**src/rtl/trap_peak_extractor.sv**
```systemverilog
// Pulse peak extractor for trapezoidal-filter output.
// Emits one record per threshold-crossing event: scaled/saturated peak, timestamp, pile-up flag.
module trap_peak_extractor #(
  parameter int unsigned IN_W        = 24,
  parameter int unsigned OUT_W       = 16,
  parameter int unsigned SHIFT       = 4,
  parameter int unsigned MAX_WIDTH   = 64,
  parameter int unsigned HOLDOFF_LEN = 16,
  parameter int unsigned TS_W        = 32
) (
  input  logic             clk,
  input  logic             reset,
  input  logic [IN_W-1:0]  in_data,
  input  logic             in_valid,
  input  logic [IN_W-1:0]  threshold,
  output logic [OUT_W-1:0] out_amp,
  output logic [TS_W-1:0]  out_ts,
  output logic             out_pileup,
  output logic             out_valid,
  output logic             busy
);

  localparam int unsigned WW = $clog2(MAX_WIDTH + 1);
  localparam int unsigned HW = $clog2(HOLDOFF_LEN + 1);
  localparam int unsigned SW = (IN_W > OUT_W) ? IN_W : OUT_W;
  localparam logic [WW-1:0] MaxWidth = WW'(MAX_WIDTH);
  localparam logic [HW-1:0] HoldLast = HW'(HOLDOFF_LEN - 1);
  localparam logic signed [SW-1:0] SatHi = SW'((64'sd1 <<< (OUT_W - 1)) - 64'sd1);
  localparam logic signed [SW-1:0] SatLo = ~SatHi;

  typedef enum logic [1:0] {StIdle, StRise, StHold} state_e;

  state_e                 r_state, w_state_d;
  logic [TS_W-1:0]        r_cnt, r_ts, w_ts_d;
  logic signed [IN_W-1:0] r_thr, r_max, w_max_d, w_data;
  logic [WW-1:0]          r_width, w_width_d;
  logic [HW-1:0]          r_hold, w_hold_d;
  logic                   w_above, w_emit, w_pileup;
  logic signed [IN_W-1:0] w_scaled;
  logic signed [SW-1:0]   w_scaled_x;
  logic [OUT_W-1:0]       w_amp;
  logic [OUT_W-1:0]       r_out_amp;
  logic [TS_W-1:0]        r_out_ts;
  logic                   r_out_pileup, r_out_valid;

  assign w_data  = in_data;
  assign w_above = w_data > r_thr;

  always_comb begin
    w_state_d = r_state;
    w_max_d   = r_max;
    w_ts_d    = r_ts;
    w_width_d = r_width;
    w_hold_d  = r_hold;
    w_emit    = 1'b0;
    w_pileup  = 1'b0;
    if (in_valid) begin
      unique case (r_state)
        StIdle: begin
          if (w_above) begin
            w_state_d = StRise;
            w_max_d   = w_data;
            w_ts_d    = r_cnt;
            w_width_d = WW'(1);
          end
        end
        StRise: begin
          if (w_above) begin
            // Strict compare keeps the earliest sample of a flat top.
            if (w_data > r_max) begin
              w_max_d = w_data;
              w_ts_d  = r_cnt;
            end
            w_width_d = r_width + 1'b1;
            if (w_width_d == MaxWidth) begin
              w_emit    = 1'b1;
              w_pileup  = 1'b1;
              w_state_d = StHold;
              w_hold_d  = '0;
            end
          end else begin
            w_emit    = 1'b1;
            w_state_d = StHold;
            w_hold_d  = '0;
          end
        end
        StHold: begin
          if (r_hold == HoldLast) begin
            if (!w_above) w_state_d = StIdle;
          end else begin
            w_hold_d = r_hold + 1'b1;
          end
        end
        default: w_state_d = StIdle;
      endcase
    end
  end

  assign w_scaled   = w_max_d >>> SHIFT;
  assign w_scaled_x = SW'(w_scaled);

  always_comb begin
    w_amp = w_scaled_x[OUT_W-1:0];
    if (w_scaled_x > SatHi)      w_amp = SatHi[OUT_W-1:0];
    else if (w_scaled_x < SatLo) w_amp = SatLo[OUT_W-1:0];
  end

  always_ff @(posedge clk) begin
    if (reset) begin
      r_state      <= StIdle;
      r_cnt        <= '0;
      r_thr        <= threshold;
      r_max        <= '0;
      r_ts         <= '0;
      r_width      <= '0;
      r_hold       <= '0;
      r_out_amp    <= '0;
      r_out_ts     <= '0;
      r_out_pileup <= 1'b0;
      r_out_valid  <= 1'b0;
    end else begin
      // Trigger level tracks the input only while waiting for a pulse.
      if (r_state == StIdle) r_thr <= threshold;
      if (in_valid) r_cnt <= r_cnt + 1'b1;
      r_state     <= w_state_d;
      r_max       <= w_max_d;
      r_ts        <= w_ts_d;
      r_width     <= w_width_d;
      r_hold      <= w_hold_d;
      r_out_valid <= w_emit;
      if (w_emit) begin
        r_out_amp    <= w_amp;
        r_out_ts     <= w_ts_d;
        r_out_pileup <= w_pileup;
      end
    end
  end

  assign out_amp    = r_out_amp;
  assign out_ts     = r_out_ts;
  assign out_pileup = r_out_pileup;
  assign out_valid  = r_out_valid;
  assign busy       = (r_state != StIdle);

endmodule
```
**config.mk**
```make
export PLATFORM = sky130hd
export DESIGN_NAME = trap_peak_extractor
export DESIGN_NICKNAME = d
export VERILOG_FILES = /design/src/rtl/trap_peak_extractor.sv
export SDC_FILE = /design/constraint.sdc
export NUM_CORES = 1
export LEC_CHECK = 0
export BUFFER_PORTS_ARGS = -buffer_cell sky130_fd_sc_hd__buf_2
export CAP_MARGIN = 20
export CELL_PAD_IN_SITES_DETAIL_PLACEMENT = 1
export CELL_PAD_IN_SITES_GLOBAL_PLACEMENT = 1
export CORE_UTILIZATION = 40
export CTS_CLUSTER_SIZE = 8
export DETAILED_ROUTE_END_ITERATION = 8
export PLACE_DENSITY = 0.75
export RECOVER_POWER = 25
export SLEW_MARGIN = 20
export SYNTH_ARGS = -nofsm -noshare
export SYNTH_HDL_FRONTEND = slang
export SYNTH_SLANG_ARGS = --single-unit
export TNS_END_PERCENT = 20
```
**constraint.sdc**
```tcl
create_clock -name clk -period 3.6 [get_ports clk]
set_input_delay 0.18 -clock clk [delete_from_list [all_inputs] [get_ports clk]]
set_output_delay 0.18 -clock clk [all_outputs]
set_load 0.05 [all_outputs]
```
==> summary.txt, run 1 <==
Status: finished, violations left
Failing checks: max-capacitance violations, max-slew violations
Total congestion overflow: 0
Synth Flop Type: dfxtp_1
Rel. slew slack: -21.5%
CP peak stage delay: 400 ps
Area grow syn2layout: 19.1%
Syn. warnings: 0
Crit share post-route: 94.5%
Detailed placement HPWL: 14.6 mm
DR vias/cell: 5.28
Top cell type's share of synthesized area: 37.1%
I/O pin count: 102
Synth unique cells: 61
RSZ-0062 raised after global routing: false
Clock skew: 15.1 ps
WP data arrival: 3700 ps
Worst path bufs/invs: 2
Avg WL per Cell: 16.4 um
Placed cell areas: 8990 um^2
Htree depth: 4
DRT Pass-1 Iters: 4
Design area: 9770 um^2
CP Max Fanout: 30
CP required: 3900 ps
Post-synth EDFFs: 24
Total track usage: 20.3%
Post-synth top area cell: dfxtp_1
Power Density: 502 nW/um^2
Mean Syn Cell Area: 9.27 um^2
MaxCap Viol Count: 1
Largest net degree at the start of global routing: 87
FMAX: 0.294 GHz
Syn Nets: 988
Setup CP Type: flip-flop to flip-flop
Clock buffer count from CTS: 17
Slowest-stage cell, CP: ha_1
DR vias: 6777
Antenna violations before repair: 0
IO Port Bufs: 101
Worst hold path class: input pin to flip-flop
Resized Gates After CTS: 0
Die height: 145 um
CP cell instances: inv_1 -> ha_1 -> nand4_2 -> or2_1 -> or3_1 -> o311a_1 -> mux2_4 -> nand2_8 -> buf_4 -> mux2i_1 -> a211oi_2
GP Congestion: 0.842
Setup Viol. Count Final: 0
Post-synthesis sequential area ratio: 45.9%
Drt drc: 0
Fin worst setup slack: 197 ps
Clk sinks: 176
Initial drt markers: 301
Transition time of the tightest slew-check pin: 1820 ps
Die X: 145 um
Drt total wl: 21.0 mm
Worst-skew pair later-pin latency: 440 ps
Final ANT Viol Nets: 0
Share of layout cells above drive strength 1: 14.8%
Cell family with most CP delay: simple AND/OR/NAND/NOR gates
Synthesized cell area: 8200 um^2
Clock Tree Buf Depth: 2
Initial Utilization: 40.7%
Lkg Pwr: 3.87 nW
Area of the core: 20200 um^2
Mapped Cells: 885
Yosys reg bits: 176
Setup TNS: 0 ps
Antenna cells: 0
Hold Vio Cnt, Final: 0
Final #Nets: 1103
Synth async-reset ratio: 0%
Clock root cell: clkbuf_16
Setup crit end kind: flip-flop
VDD IR max: 0.268 mV
First-pass GRT wire length: 34.3 mm
Max Slew Vio Count: 87
DIE AREA: 21100 um^2
Worst setup SP type: flip-flop
Top area cells in the synthesized netlist: dfxtp_1, edfxtp_1, ha_1, nor2_1, a21oi_1
Min Tclk post-route: 3400 ps
Reg clk slew, reported paths: 80 ps
DP Worst Slack: 244 ps
Vias in the first global route: 7013
TritonCTS clock tree: yes
Rows: 52
[routing by layer]
layer  vias up  global-route usage, %  part of all wire (%)
li1       3348                      -                     -
met1      3321                   24.4                    45
met2        83                   36.4                    51
met3        25                   3.36                   2.1
met4         0                   6.68                   1.4
met5         -                      0                     0
[registers in the layout, summed over array words and instances, names as in the netlist, 2 cells and up]
signal   cells
out_ts      32
r_cnt       32
r_ts        32
r_max       24
r_thr       24
out_amp     16
r_width      7
r_hold       5
r_state      2
[what timing repair did]
item,in CTS,in global routing
hold endpoints to repair,24,0
hold buffers,24,0
setup buffers,0,0
[area by class of cell]
type	count	area, um^2
Clock buffer	17	425
Sequential cell	176	3760
Fill cell	2404	10400
Timing Repair Buffer	142	858
Clock inverter	15	166
Multi-Input combinational cell	608	4010
Tap cell	270	338
Inverter	55	206
[placed cells by master, fill, tap and decap left out, types with 4 or more instances in the layout]
cell,count
dfxtp_1,152
nor2_1,146
buf_2,68
a21oi_1,62
inv_1,55
ha_1,52
nand2_1,45
nand3_1,33
o21ai_0,32
a211oi_1,32
clkbuf_1,32
mux2i_1,31
dlygate4sd3_1,24
edfxtp_1,24
a211oi_2,20
clkbuf_16,17
o31a_1,16
nand4_1,15
xnor2_1,15
buf_4,15
or3_1,14
and3_1,10
xor2_1,10
nor3_1,10
nand2b_1,5
nor2b_1,5
o211ai_1,5
inv_8,5
nor4_1,4
[report_power, final]
group	leakage (nW)	total (mW)	switching, mW	internal (mW)
Clock	0.293	1.86	0.922	0.939
Combinational	2.10	0.902	0.593	0.309
Sequential	1.48	2.14	0.0543	2.09
[worst register-to-register path, stage by stage (launching register included)]
cell and delay (ps):
edfxtp_1 340, inv_1 40, ha_1 400, nand4_2 150, or2_1 280, or3_1 370, o311a_1 360, mux2_4 380
nand2_8 260, buf_4 260, mux2i_1 310, a211oi_2 110
[final timing paths]
path                from          to  slack (ps)  cells after the start
max            r_thr[23]  out_ts[13]         200                     11
min          in_data[20]   r_max[20]          40                      3
max reg2reg    r_thr[23]  out_ts[13]         200                     11
min reg2reg     r_max[3]    r_max[3]         460                      2
[synthesized netlist by cell type, types with 4 or more instances]
master	count
nor4_1	4
and3_1	10
buf_6	4
nand3_1	33
dfxtp_1	152
a211oi_2	20
clkbuf_1	30
a211oi_1	32
xor2_1	10
nor3_1	10
o31a_1	16
nand4_1	15
a21oi_1	62
o211ai_1	5
nor2b_1	5
or3_1	14
edfxtp_1	24
buf_2	5
o21ai_0	32
nor2_1	146
xnor2_1	15
ha_1	52
nand2_1	45
mux2i_1	31
inv_1	55
nand2b_1	5
[logic make-up after synthesis]
family | synth area share, %
DFF | 45.9
AOI/OAI and AO/OA | 16.5
xor gates and xnor gates | 2.67
adders and majority gates | 7.93
buffers and inverters | 5.34
and+or+nand+nor | 17.4
muxes | 4.24
[through the flow]
step / power (mW) / utilization [%] / hold slack [ps] / instances
after floorplan: 2.82 / - / 279 / 885
after global placement: 3.05 / 44.6 / 357 / 1227
after detailed placement: 3.07 / 44.6 / 359 / 1227
after CTS: 4.95 / 48.7 / 28.7 / 1283
after global routing: 5.11 / 48.4 / 43.0 / 1283
final: 4.91 / 48.4 / 41.3 / 1283
No activity file was read; power rests on OpenSTA's default activity.
==> inputs of run 2 (changes only) <==
--- a/config.mk
+++ b/config.mk
@@ -9,10 +9,11 @@
 export CAP_MARGIN = 20
 export CELL_PAD_IN_SITES_DETAIL_PLACEMENT = 1
 export CELL_PAD_IN_SITES_GLOBAL_PLACEMENT = 1
-export CORE_UTILIZATION = 40
+export CORE_UTILIZATION = 45
 export CTS_CLUSTER_SIZE = 8
 export DETAILED_ROUTE_END_ITERATION = 8
-export PLACE_DENSITY = 0.75
+export HOLD_SLACK_MARGIN = 0.1
+export PLACE_DENSITY = 0.82
 export RECOVER_POWER = 25
 export SLEW_MARGIN = 20
 export SYNTH_ARGS = -nofsm -noshare
==> run 2 against run 1 <==
- critical endpoint is now out_amp[9]
- critical path type is now input pin to flip-flop
- hold slack better by 72 ps
- via count is 5.8% higher
- the flow now finishes without violations
- critical path depth is 2 higher
- flip-flop and latch count unchanged
- utilization is 6.7 points higher
- count of clock-buffer cells in the layout grew 1
- maximum frequency shrank 1.5%
- combinational power is 6.5% higher
- final cell count shrank 1.9%
- final area increased by 0.96%
- clock power decreased by 2%
- clock skew down 5.7 ps
- highest routed layer unchanged
==> summary.txt, run 2 (same netlist as run 1, synthesis figures left out) <==
Clk sinks: 176 (unchanged)
I/O pin count: 102 (unchanged)
Final ANT Viol Nets: 0 (unchanged)
Die height: 137 um (-5.6%)
Clock root cell: clkbuf_16
Multi-input combinational cell area: 4020 um^2 (+0.22%)
DP Worst Slack: 152 ps (-91.5 ps)
Sequential share of power: 43.6% (about the same)
Antenna cells: 0 (unchanged)
DR vias/cell: 5.70 (+7.9%)
Clock Tree Buf Depth: 2 (unchanged)
Crit share post-route: 96.0% (+1.5 points)
Worst setup SP type: input pin
GP Congestion: 0.814 (-3.3%)
NetSw: 1.54 mW (-2.1%)
CP required: 3930 ps (+30 ps)
Initial drt markers: 393 (+31%)
Total congestion overflow: 0 (unchanged)
Total track usage: 26.3% (+6.1 points)
Hold Vio Cnt, Final: 0 (unchanged)
Avg WL per Cell: 19.1 um (+17%)
Setup CP Type: input pin to flip-flop
Min Tclk post-route: 3460 ps (+52.3 ps)
Power Density: 500 nW/um^2 (-0.51%)
Final #Nets: 1120 (+1.5%)
Hold slack: 113 ps (+71.8 ps)
Rel. slew slack: 48.3% (+70 points)
DIE AREA: 18800 um^2 (-11%)
Rows: 49 (-5.8%)
Reg clk slew, reported paths: 70 ps (about the same)
Max Slew Vio Count: 0 (-100%)
RSZ-0062 raised after global routing: true
Setup crit end kind: flip-flop
Commonest non-fill, non-tap cell in the layout: dfxtp_1
Die X: 137 um (-5.6%)
Total power: 4.93 mW (+0.44%)
Htree depth: 4 (unchanged)
Clk pwr share: 36.9% (-1.0 points)
Drt drc: 0 (unchanged)
Lkg Pwr: 3.90 nW (+0.71%)
FILL cells: 2066 (-14%)
IO Port Bufs: 101 (unchanged)
Share of layout cells above drive strength 1: 14.0% (-0.81 points)
Transition time of the tightest slew-check pin: 776 ps (-1050 ps)
Initial Utilization: 45.8% (+5.2 points)
First-pass GRT wire length: 37.8 mm (+10%)
CP Max Fanout: 16 (-47%)
TritonCTS clock tree: yes
MaxCap Viol Count: 0 (-1)
Largest net degree at the start of global routing: 68 (-22%)
FMAX: 0.289 GHz (-1.5%)
DR vias: 7171 (+5.8%)
Drt total wl: 24.0 mm (+14%)
Status: completed
Detailed placement HPWL: 14.4 mm (-1.1%)
Switching share of power: 31.2% (-0.82 points)
Setup Viol. Count Final: 0 (unchanged)
Fin worst setup slack: 145 ps (-52.3 ps)
Area of the core: 17900 um^2 (-11%)
Pint: 3.39 mW (+1.7%)
Sequential cell area: 3760 um^2 (unchanged)
Clock buffer count from CTS: 17 (unchanged)
Worst-skew pair later-pin latency: 440 ps (about the same)
DRT Pass-1 Iters: 5 (+1)
VDD IR max: 0.372 mV (+39%)
Antenna violations before repair: 0 (unchanged)
Combinational fraction of design power: 19.5% (+1.1 points)
Area grow syn2layout: 20.2%
Vias in the first global route: 7660 (+9.2%)
WP data arrival: 3780 ps (+80 ps)
Clock skew: 9.41 ps (-5.68 ps)
Worst hold path class: input pin to flip-flop
Most frequent cells in the layout: dfxtp_1, nor2_1, buf_2
[run 2: final timing paths]
path	start	to	slack, ps	cells past startpoint
setup / recovery	in_data[22]	out_amp[9]	140	13
hold reg to reg	r_max[1]	r_max[1]	470	2
setup reg to reg	r_max[21]	out_amp[9]	170	12
hold / removal	in_data[4]	r_max[4]	110	3
[run 2: through the flow]
stage | instances | utilization [%] | area [um^2] | setup TNS [ps]
6_report | 1258 | 55.1 | 9860 | 0
3_5_place_dp | 1185 | 49.8 | 8910 | 0
2_1_floorplan | 885 | - | 8200 | 0
3_3_place_gp | 1185 | 49.8 | 8910 | 0
4_1_cts | 1258 | 55.3 | 9890 | 0
5_1_grt | 1258 | 55.1 | 9860 | -3.58
[run 2: area by class of cell]
type | instances | area share (%)
sequential | 176 | 38.2
multi-input combinational | 608 | 40.8
tap | 229 | 2.90
clock inverter | 13 | 1.27
clock buffer | 18 | 4.45
timing repair buffer | 159 | 10.4
inverter | 55 | 2.09
[run 2: power groups by stage]
| stage | clock [mW] | combinational, mW | sequential (mW) |
|---|---|---|---|
| 5_1_grt | 1.91 | 1.04 | 2.16 |
| 4_1_cts | 1.83 | 0.928 | 2.14 |
| 3_5_place_dp | 0 | 0.877 | 2.19 |
| 3_3_place_gp | 0 | 0.849 | 2.18 |
| 2_1_floorplan | 0 | 0.544 | 2.28 |
| 6_report | 1.82 | 0.961 | 2.15 |
[run 2: worst max-delay path, stage by stage]
cell and delay (ps):
dlygate4sd3_1 550, buf_2 170, ha_1 330, nand4_1 180
nor4_1 430, and4_1 350, nand3_1 130, o31a_1 150
and2_1 230, buf_4 240, a21oi_4 430, a211oi_1 140
o31a_1 270
[run 2: routing by layer]
| layer | share of wire (%) | vias up | wire, um | global-route usage [%] |
|---|---|---|---|---|
| met5 | 0 | - | 0 | 0 |
| met1 | 41 | 3494 | 9860 | 29.8 |
| li1 | - | 3376 | - | - |
| met3 | 4.6 | 84 | 1100 | 4.52 |
| met4 | 4.9 | 0 | 1170 | 16.6 |
| met2 | 50 | 217 | 11900 | 45.7 |
[run 2: what timing repair did]
item,CTS,global route
setup endpoints to repair,0,58
hold buffers,42,0
resized for setup,0,2
setup buffers,0,0
endpoints found under the hold margin,42,0
==> inputs of run 3 (changes only) <==
--- a/config.mk
+++ b/config.mk
@@ -5,14 +5,13 @@
 export SDC_FILE = /design/constraint.sdc
 export NUM_CORES = 1
 export LEC_CHECK = 0
-export BUFFER_PORTS_ARGS = -buffer_cell sky130_fd_sc_hd__buf_2
+export BUFFER_PORTS_ARGS = -buffer_cell sky130_fd_sc_hd__clkbuf_2
 export CAP_MARGIN = 20
 export CELL_PAD_IN_SITES_DETAIL_PLACEMENT = 1
 export CELL_PAD_IN_SITES_GLOBAL_PLACEMENT = 1
 export CORE_UTILIZATION = 45
 export CTS_CLUSTER_SIZE = 8
 export DETAILED_ROUTE_END_ITERATION = 8
-export HOLD_SLACK_MARGIN = 0.1
 export PLACE_DENSITY = 0.82
 export RECOVER_POWER = 25
 export SLEW_MARGIN = 20
==> run 3 against run 2 <==
- non-clock buffer count decreased by 19
- maximum frequency fell by 1.5%
- total power rose by 2.0%
- critical endpoint is now out_ts[28]
- largest cell class unchanged
- clock skew up 3.0 ps
- largest power group unchanged
- final cell count shrank 1.4%
- global-route usage fell by 1.8 points
- critical path depth is 2 lower
- final area is 0.98% lower
- via count is 3.9% lower
==> summary.txt, run 3 (same netlist as run 1, synthesis figures left out) <==
Status: completed
Layout Cells excl Fill: 1241 (-1.4%)
Lkg Pwr: 3.87 nW (-0.84%)
VDD IR max: 0.430 mV (+15%)
Drt drc: 0 (unchanged)
Setup Viol. Count Final: 0 (unchanged)
Clock Tree Buf Depth: 2 (unchanged)
Final ANT Viol Nets: 0 (unchanged)
Reg-to-reg critical path startpoint: r_thr[23]
Vias in the first global route: 7098 (-7.3%)
TritonCTS clock tree: yes
Setup crit end kind: flip-flop
Largest net degree at the start of global routing: 102 (+50%)
Hold slack: 55.5 ps (-57.5 ps)
IO Port Bufs: 101 (unchanged)
First-pass GRT wire length: 35.7 mm (-5.5%)
Avg WL per Cell: 18.0 um (-5.7%)
Sequential cell area: 3760 um^2 (unchanged)
DR vias: 6888 (-3.9%)
Share of layout cells above drive strength 1: 14.5% (+0.53 points)
Htree depth: 4 (unchanged)
Worst hold start: in_data[21]
DRT Pass-1 Iters: 4 (-1)
Crit share post-route: 97.5% (+1.5 points)
Reg clk slew, reported paths: 70 ps (about the same)
Max Slew Vio Count: 0 (unchanged)
Most frequent cells in the layout: dfxtp_1, nor2_1, clkbuf_2
MaxCap Viol Count: 0 (unchanged)
Worst hold path class: input pin to flip-flop
FILL cells: 2098 (+1.5%)
FMAX: 0.285 GHz (-1.5%)
Min Tclk post-route: 3510 ps (+53.7 ps)
Rel. slew slack: 31.3% (-17 points)
CP Max Fanout: 41 (+25)
Worst setup SP type: flip-flop
Detailed placement HPWL: 14.5 mm (+0.84%)
Drt total wl: 22.4 mm (-6.9%)
Total track usage: 24.5% (-1.8 points)
Final core occ: 54.6% (-0.54 points)
Hold Vio Cnt, Final: 0 (unchanged)
Final #Nets: 1102 (-1.6%)
GP Congestion: 0.822 (+1.0%)
Antenna cells: 0 (unchanged)
Power Density: 514 nW/um^2 (+3.0%)
Worst-skew pair later-pin latency: 430 ps (about the same)
Clock root cell: clkbuf_16
Antenna violations before repair: 0 (unchanged)
Die X: 137 um (unchanged)
Initial drt markers: 298 (-24%)
Crit. Startpoint: r_thr[23]
Area grow syn2layout: 19.0%
Die height: 137 um (unchanged)
Hold depth: 3 (unchanged)
I/O pin count: 102 (unchanged)
Rows: 49 (unchanged)
Setup TNS: 0 ps (unchanged)
R2r setup slk: 90 ps (-80 ps)
CP required: 3890 ps (-40 ps)
Clk sinks: 176 (unchanged)
Fin worst setup slack: 91.2 ps (-53.7 ps)
Commonest non-fill, non-tap cell in the layout: dfxtp_1
Total congestion overflow: 0 (unchanged)
Initial Utilization: 45.8% (unchanged)
DIE AREA: 18800 um^2 (unchanged)
Reg2reg path depth: 11 (-1)
DR vias/cell: 5.55 (-2.6%)
Area of the core: 17900 um^2 (unchanged)
Setup CP Type: flip-flop to flip-flop
Multi-input combinational cell area: 4030 um^2 (+0.34%)
WP data arrival: 3800 ps (+20 ps)
Clock buffer count from CTS: 17 (unchanged)
DP Worst Slack: 171 ps (+18.7 ps)
Clock skew: 12.4 ps (+2.99 ps)
Dpl cells: 1183 (-0.17%)
Transition time of the tightest slew-check pin: 1020 ps (+246 ps)
==> run 3: changes by cell type in the layout (fill, tap and decap cells not counted), moves of 2 or more <==
cell / before / now
clkinvlp_4: 5 / 2
dlygate4sd3_1: 42 / 24
buf_4: 15 / 12
inv_8: 1 / 4
clkbuf_1: 36 / 33
buf_2: 64 / 0
buf_12: 1 / 3
clkbuf_2: 0 / 66
==> run 3: layout make-up <==
type	instances	area share (%)
Tap cell	229	2.93
Sequential cell	176	38.5
Inverter	55	2.11
Clock buffer	19	4.64
Clock inverter	13	1.68
Multi-Input combinational cell	609	41.3
Timing Repair Buffer	140	8.80
==> run 3: path summary, 6_finish.rpt <==
check | endpoint
max | out_ts[28]
min | r_max[21]
max reg2reg | out_ts[28]
min reg2reg | r_max[1]
==> run 3: stage by stage <==
stage | total power [mW] | area, um^2
after global routing | 5.23 | 9770
after global placement | 3.03 | 8910
after floorplan | 2.82 | 8200
after detailed placement | 3.06 | 8910
final | 5.02 | 9770
after CTS | 5.03 | 9760
==> run 3: timing repair <==
| item | CTS | global route |
|---|---|---|
| hold endpoints to repair | 24 | 0 |
| endpoints found under the setup margin | 0 | 10 |
| resized for setup | 0 | 1 |
| hold buffers | 24 | 0 |
| setup buffers | 0 | 1 |
==> run 3: critical path, cell delays in order (launching register included) <==
cell and delay (ps):
edfxtp_1 350, inv_1 60, ha_1 420, nand4_2 180, or2_1 290, or3_1 370, o311a_1 430, mux2_4 400
nand2_8 100, buf_12 230, mux2i_1 340, a211oi_1 130
==> run 3: metal layers <==
metal / routed length, um / global-route usage [%]
met5: 0 / 0
met4: 623 / 9.40
met3: 741 / 4.67
met2: 11300 / 42.9
met1: 9700 / 29.6
==> run 3: power by group <==
part	switching [mW]	leakage [nW]	internal, mW
combinational	0.616	2.09	0.314
clock	0.859	0.299	1.09
sequential	0.0566	1.48	2.09
